[src/rtl/lieat_exu_fpu_arb.sv]
// Round-robin arbiter sharing one FPU between the scalar (0) and vector (1) issue pipes.
// An in-order ordering FIFO tracks owner/pc/rd per issued op and steers results back.
module lieat_exu_fpu_arb #(
    parameter int XLEN    = 32,
    parameter int REG_IDX = 5,
    parameter int DEPTH   = 4
) (
    input  logic                 clock,
    input  logic                 reset_n,
    input  logic                 flush_req,

    input  logic [1:0]           req_valid,
    output logic [1:0]           req_ready,
    input  logic [2*XLEN-1:0]    req_pc,
    input  logic [2*REG_IDX-1:0] req_rd,
    input  logic [1:0]           req_rdwen,
    input  logic [2*XLEN-1:0]    req_imm,
    input  logic [2*XLEN-1:0]    req_src1,
    input  logic [2*XLEN-1:0]    req_src2,
    input  logic [63:0]          req_infobus,

    output logic                 fpu_i_valid,
    input  logic                 fpu_i_ready,
    output logic [XLEN-1:0]      fpu_i_pc,
    output logic [REG_IDX-1:0]   fpu_i_rd,
    output logic                 fpu_i_rdwen,
    output logic [XLEN-1:0]      fpu_i_imm,
    output logic [XLEN-1:0]      fpu_i_src1,
    output logic [XLEN-1:0]      fpu_i_src2,
    output logic [31:0]          fpu_i_infobus,

    input  logic                 fpu_o_valid,
    output logic                 fpu_o_ready,
    input  logic [XLEN-1:0]      fpu_o_data,
    output logic                 fpu_flush,

    output logic [1:0]           resp_valid,
    input  logic [1:0]           resp_ready,
    output logic [XLEN-1:0]      resp_pc,
    output logic [REG_IDX-1:0]   resp_rd,
    output logic                 resp_wen,
    output logic [XLEN-1:0]      resp_data,

    output logic                 busy,
    output logic                 err_orphan
);

    localparam int AW = $clog2(DEPTH);

    logic [DEPTH-1:0]   q_owner;
    logic [DEPTH-1:0]   q_wen;
    logic [XLEN-1:0]    q_pc [DEPTH];
    logic [REG_IDX-1:0] q_rd [DEPTH];

    logic [AW-1:0] rd_ptr;
    logic [AW-1:0] wr_ptr;
    logic [AW:0]   count;
    logic          rr_ptr;

    logic can_issue;
    logic grant;
    logic empty;
    logic head_owner;
    logic push;
    logic pop;
    logic orphan_hit;

    // Arbitration: grant = 1 selects the vector pipe.
    always_comb begin
        can_issue   = (count < (AW+1)'(DEPTH)) & ~flush_req;
        grant       = ~(req_valid[0] & (~rr_ptr | ~req_valid[1]));
        fpu_i_valid = can_issue & (|req_valid);
        req_ready   = '0;
        if (can_issue && fpu_i_ready) begin
            if (grant) req_ready[1] = req_valid[1];
            else       req_ready[0] = req_valid[0];
        end
        fpu_i_pc      = grant ? req_pc[2*XLEN-1:XLEN]        : req_pc[XLEN-1:0];
        fpu_i_rd      = grant ? req_rd[2*REG_IDX-1:REG_IDX]  : req_rd[REG_IDX-1:0];
        fpu_i_rdwen   = grant ? req_rdwen[1]                 : req_rdwen[0];
        fpu_i_imm     = grant ? req_imm[2*XLEN-1:XLEN]       : req_imm[XLEN-1:0];
        fpu_i_src1    = grant ? req_src1[2*XLEN-1:XLEN]      : req_src1[XLEN-1:0];
        fpu_i_src2    = grant ? req_src2[2*XLEN-1:XLEN]      : req_src2[XLEN-1:0];
        fpu_i_infobus = grant ? req_infobus[63:32]           : req_infobus[31:0];
    end

    // Return path: head entry steers the result; an empty FIFO drains orphans.
    always_comb begin
        empty       = (count == '0);
        head_owner  = q_owner[rd_ptr];
        resp_valid  = '0;
        if (fpu_o_valid && !empty && !flush_req) resp_valid[head_owner] = 1'b1;
        fpu_o_ready = ~flush_req & (empty ? fpu_o_valid : resp_ready[head_owner]);
        resp_pc     = q_pc[rd_ptr];
        resp_rd     = q_rd[rd_ptr];
        resp_wen    = q_wen[rd_ptr];
        resp_data   = fpu_o_data;
        push        = fpu_i_valid & fpu_i_ready;
        pop         = fpu_o_valid & fpu_o_ready & ~empty;
        orphan_hit  = fpu_o_valid & empty & ~flush_req;
        fpu_flush   = flush_req;
        busy        = ~empty;
    end

    always_ff @(posedge clock) begin
        if (!reset_n) begin
            rd_ptr     <= '0;
            wr_ptr     <= '0;
            count      <= '0;
            rr_ptr     <= 1'b0;
            err_orphan <= 1'b0;
        end else if (flush_req) begin
            rd_ptr <= '0;
            wr_ptr <= '0;
            count  <= '0;
        end else begin
            if (push) begin
                wr_ptr <= wr_ptr + 1'b1;
                rr_ptr <= ~grant;
            end
            if (pop) rd_ptr <= rd_ptr + 1'b1;
            unique case ({push, pop})
                2'b10:   count <= count + 1'b1;
                2'b01:   count <= count - 1'b1;
                default: count <= count;
            endcase
            if (orphan_hit) err_orphan <= 1'b1;
        end
    end

    // Entry storage needs no reset: it is only read behind a valid count.
    always_ff @(posedge clock) begin
        if (push) begin
            q_owner[wr_ptr] <= grant;
            q_wen[wr_ptr]   <= fpu_i_rdwen;
            q_pc[wr_ptr]    <= fpu_i_pc;
            q_rd[wr_ptr]    <= fpu_i_rd;
        end
    end

endmodule

[config.mk]
export PLATFORM = sky130hd
export DESIGN_NAME = lieat_exu_fpu_arb
export DESIGN_NICKNAME = d
export VERILOG_FILES = /design/src/rtl/lieat_exu_fpu_arb.sv
export SDC_FILE = /design/constraint.sdc
export NUM_CORES = 1
export LEC_CHECK = 0
export BUFFER_PORTS_ARGS = -buffer_cell sky130_fd_sc_hd__buf_2
export CAP_MARGIN = 10
export CORE_AREA = 2 2 240 242
export DETAILED_ROUTE_END_ITERATION = 6
export DIE_AREA = 0 0 242 244
export PLACE_DENSITY_LB_ADDON = 0.08
export SYNTH_ARGS = -nofsm -noshare
export SYNTH_HDL_FRONTEND = slang
export SYNTH_SLANG_ARGS = --single-unit
[constraint.sdc]
create_clock -name clock -period 2.6 [get_ports clock]
set_input_delay 0.13 -clock clock [delete_from_list [all_inputs] [get_ports clock]]
set_output_delay 0.13 -clock clock [all_outputs]
set_load 0.02 [all_outputs]
==> results.tsv <==
metric	value	unit
grt_max_degree	101	
hp-class	input port to flop	
synthTopCellsByArea	edfxtp_1 55%, nand2_1 22%, mux4_2 10%	
ys.warnings.count	0	
worstSetupPathType	flop to flop	
finClkSkew	0.00970	ns
critical_path.cell_chain	mux4_2 -> mux2i_1 -> nor2_1 -> ha_2 -> inv_1 -> fa_1 -> xor2_1 -> or3_1 -> a21oi_1	
fin_nets	1743	
grt_first_pass_wirelength	59900	µm
ios	618	
syn_area	8490	µm²
status	completed	
crit_family	multiplexers	
drive_above_1_share	47.7	%
die_h	244	µm
clock_path_buffers	2	
critPathRequiredTime	2.96	ns
fin_tns_setup	0	ns
yosysTopAreaCell	edfxtp_1	
start_kind	flop	
portBuffers	553	
startpoint	q_owner[3]	
routed_wirelength	43000	µm
first_pass_iters	4	
finalHoldViolations	0	
worstPathArrival	2.80	ns
num_rows	87	
power.density	561	nW/µm²
start_util	15.1	%
gp_congestion	0.888	
cpPeakStageDelay	0.51	ns
drv_slew	0	
track_usage	14.2	%
max_freq	411	MHz
syn_avg_cell_area	10.0	µm²
critical_path.reg2reg.startpoint	q_owner[3]	
worstMarginPinSlew	0.514	ns
synth_seq_cells	167	
ant_nets	0	
seq_area	4910	µm²
dp_hpwl	35100	µm
yosysSeqAreaShare	57.8	%
setup_viol	0	
vias	7923	
antenna_found_initial	4	
die_x	242	µm
rsz0062_at_grt	no	
cts.clk_slew.worst_paths	0.07	ns
slew_headroom	65.7	%
period_needed	2.44	ns
syn2layout_area_growth	49.4	%
grt_pass1_vias	8208	
grt_overflow	0	
cts.sinks	167	
fin_area	12700	µm²
num-fill-cells	6338	
viasPerCell	3.71	
drc_errors	0	
coreArea	56200	µm²
multiInputGateArea	3130	µm²
syn_nets	1226	
cp_slowest_cell	mux4_2	
netlist.area_leader.share	55.2	%
numCtsBuffers	17	
ir_drop	391	µV
htreeDepth	4	
leakage	0.00599	µW
wire_per_inst	20.1	µm
cts_tree	done	
cts_root_buf	clkbuf_16	
clk_latency	0.44	ns
drt-initial-drc-count	334	
die_area	59000	µm²
synth.distinct_cells	32	
synthCells	847	
path_buf_inv	1	
worstHoldStart	req_valid[1]	
maxCapViolCount	0	
period_share	93.7	%
worstPathMaxFanout	2	
place_area	12000	µm²
endpoint_kind	flop	
[sequential cells by signal (all words and copies together) (netlist names), named ones only]
register	flops
err_orphan	1
rr_ptr	1
q_wen	4
q_pc	128
q_owner	4
count	3
rd_ptr	2
q_rd	20
wr_ptr	2
[placed cells by master (no fill, tap or decap), drive strengths merged, types with 2 or more instances in the layout]
cell,n
dfxtp,11
bufinv,3
nor2,10
and2,5
o21ai,3
mux2i,2
a21oi,5
ha,5
nand2,502
and3,2
xor2,2
mux4,39
dlygate4sd3,2
or3,4
nor2b,3
clkbuf,17
edfxtp,156
inv,12
clkinvlp,2
buf,577
clkinv,5
[final timing paths]
path | endpoint | slack [ns] | cells past startpoint
min reg2reg | err_orphan | 0.47 | 1
max | count[2] | 0.16 | 9
max reg2reg | count[2] | 0.16 | 9
min | rr_ptr | 0.05 | 4
[cell type report]
| class | count | area share, % |
|---|---|---|
| timing repair buffer | 579 | 24.1 |
| tap | 756 | 7.46 |
| clock buffer | 17 | 3.35 |
| clock inverter | 15 | 1.52 |
| multi-input combinational | 592 | 24.6 |
| antenna | 1 | 0.0197 |
| sequential | 167 | 38.7 |
| inverter | 7 | 0.247 |
[cell families after synthesis]
| group | after synthesis | synth area share (%) |
|---|---|---|
| xor gates and xnor gates | 3 | 0.310 |
| DFF | 167 | 57.8 |
| adders and majority gates | 6 | 0.973 |
| buffers and inverters | 88 | 5.54 |
| and+or+nand+nor | 531 | 24.0 |
| muxes | 41 | 10.6 |
| AOI/OAI and AO/OA | 11 | 0.737 |
[power by group]
group / internal [µW] / leakage [µW] / total (µW) / switching (µW)
clock: 1530 / 0.000296 / 2630 / 1100
combinational: 515 / 0.00418 / 1470 / 959
sequential: 3000 / 0.00151 / 3010 / 9.14
[metal layers]
| metal | up-vias | global-route usage [%] | routed length, µm |
|---|---|---|---|
| met5 | - | 0 | 0 |
| met4 | 0 | 3.32 | 578 |
| met3 | 31 | 5.45 | 3920 |
| met2 | 363 | 25.9 | 22400 |
| li1 | 3819 | - | - |
| met1 | 3710 | 15.4 | 16100 |
[stage by stage]
step / utilization (%) / worst slack, ns / power (µW) / cells / hold slack, ns
floorplan: - / 0.176 / 3870 / 847 / 0.248
CTS: 22.6 / 0.0938 / 7250 / 2132 / 0.0147
global route: 22.6 / 0.0309 / 7470 / 2134 / 0.0763
finish: 22.6 / 0.164 / 7120 / 2134 / 0.0500
global placement: 21.4 / 0.0984 / 4580 / 2098 / 0.260
detailed placement: 21.4 / 0.115 / 4570 / 2098 / 0.260
[cell usage after synthesis]
cell type  instances
buf_1              5
nor3_1             1
nor2b_1            3
xor2_1             2
and3_2             1
mux4_1             1
mux2i_1            2
xnor2_1            1
a211oi_1           1
nand2b_1           1
and2_1             5
nor3b_1            1
nor2_1            10
edfxtp_1         156
a21boi_0           1
clkinv_1           1
and3_1             1
dfxtp_1           11
mux4_2            38
inv_1              6
or3_1              4
nand3b_1           1
ha_1               5
clkbuf_1          30
a21oi_1            5
nand2_1          502
buf_4             33
buf_2             13
fa_1               1
o21a_1             1
nand3_1            1
o21ai_0            3
[worst min-delay path, stage by stage]
cell and delay, ns:
buf_2 0.10, nand2_1 0.07, nand2_1 0.06, a21boi_0 0.07
[repair_timing]
item / 4_1_cts / 5_1_grt
hold endpoints to repair: 2 / 0
hold buffers: 2 / 0
setup buffers: 0 / 1
endpoints found under the setup margin: 0 / 1
gates resized for setup: 0 / 2
No activity file was read; power rests on OpenSTA's default activity.
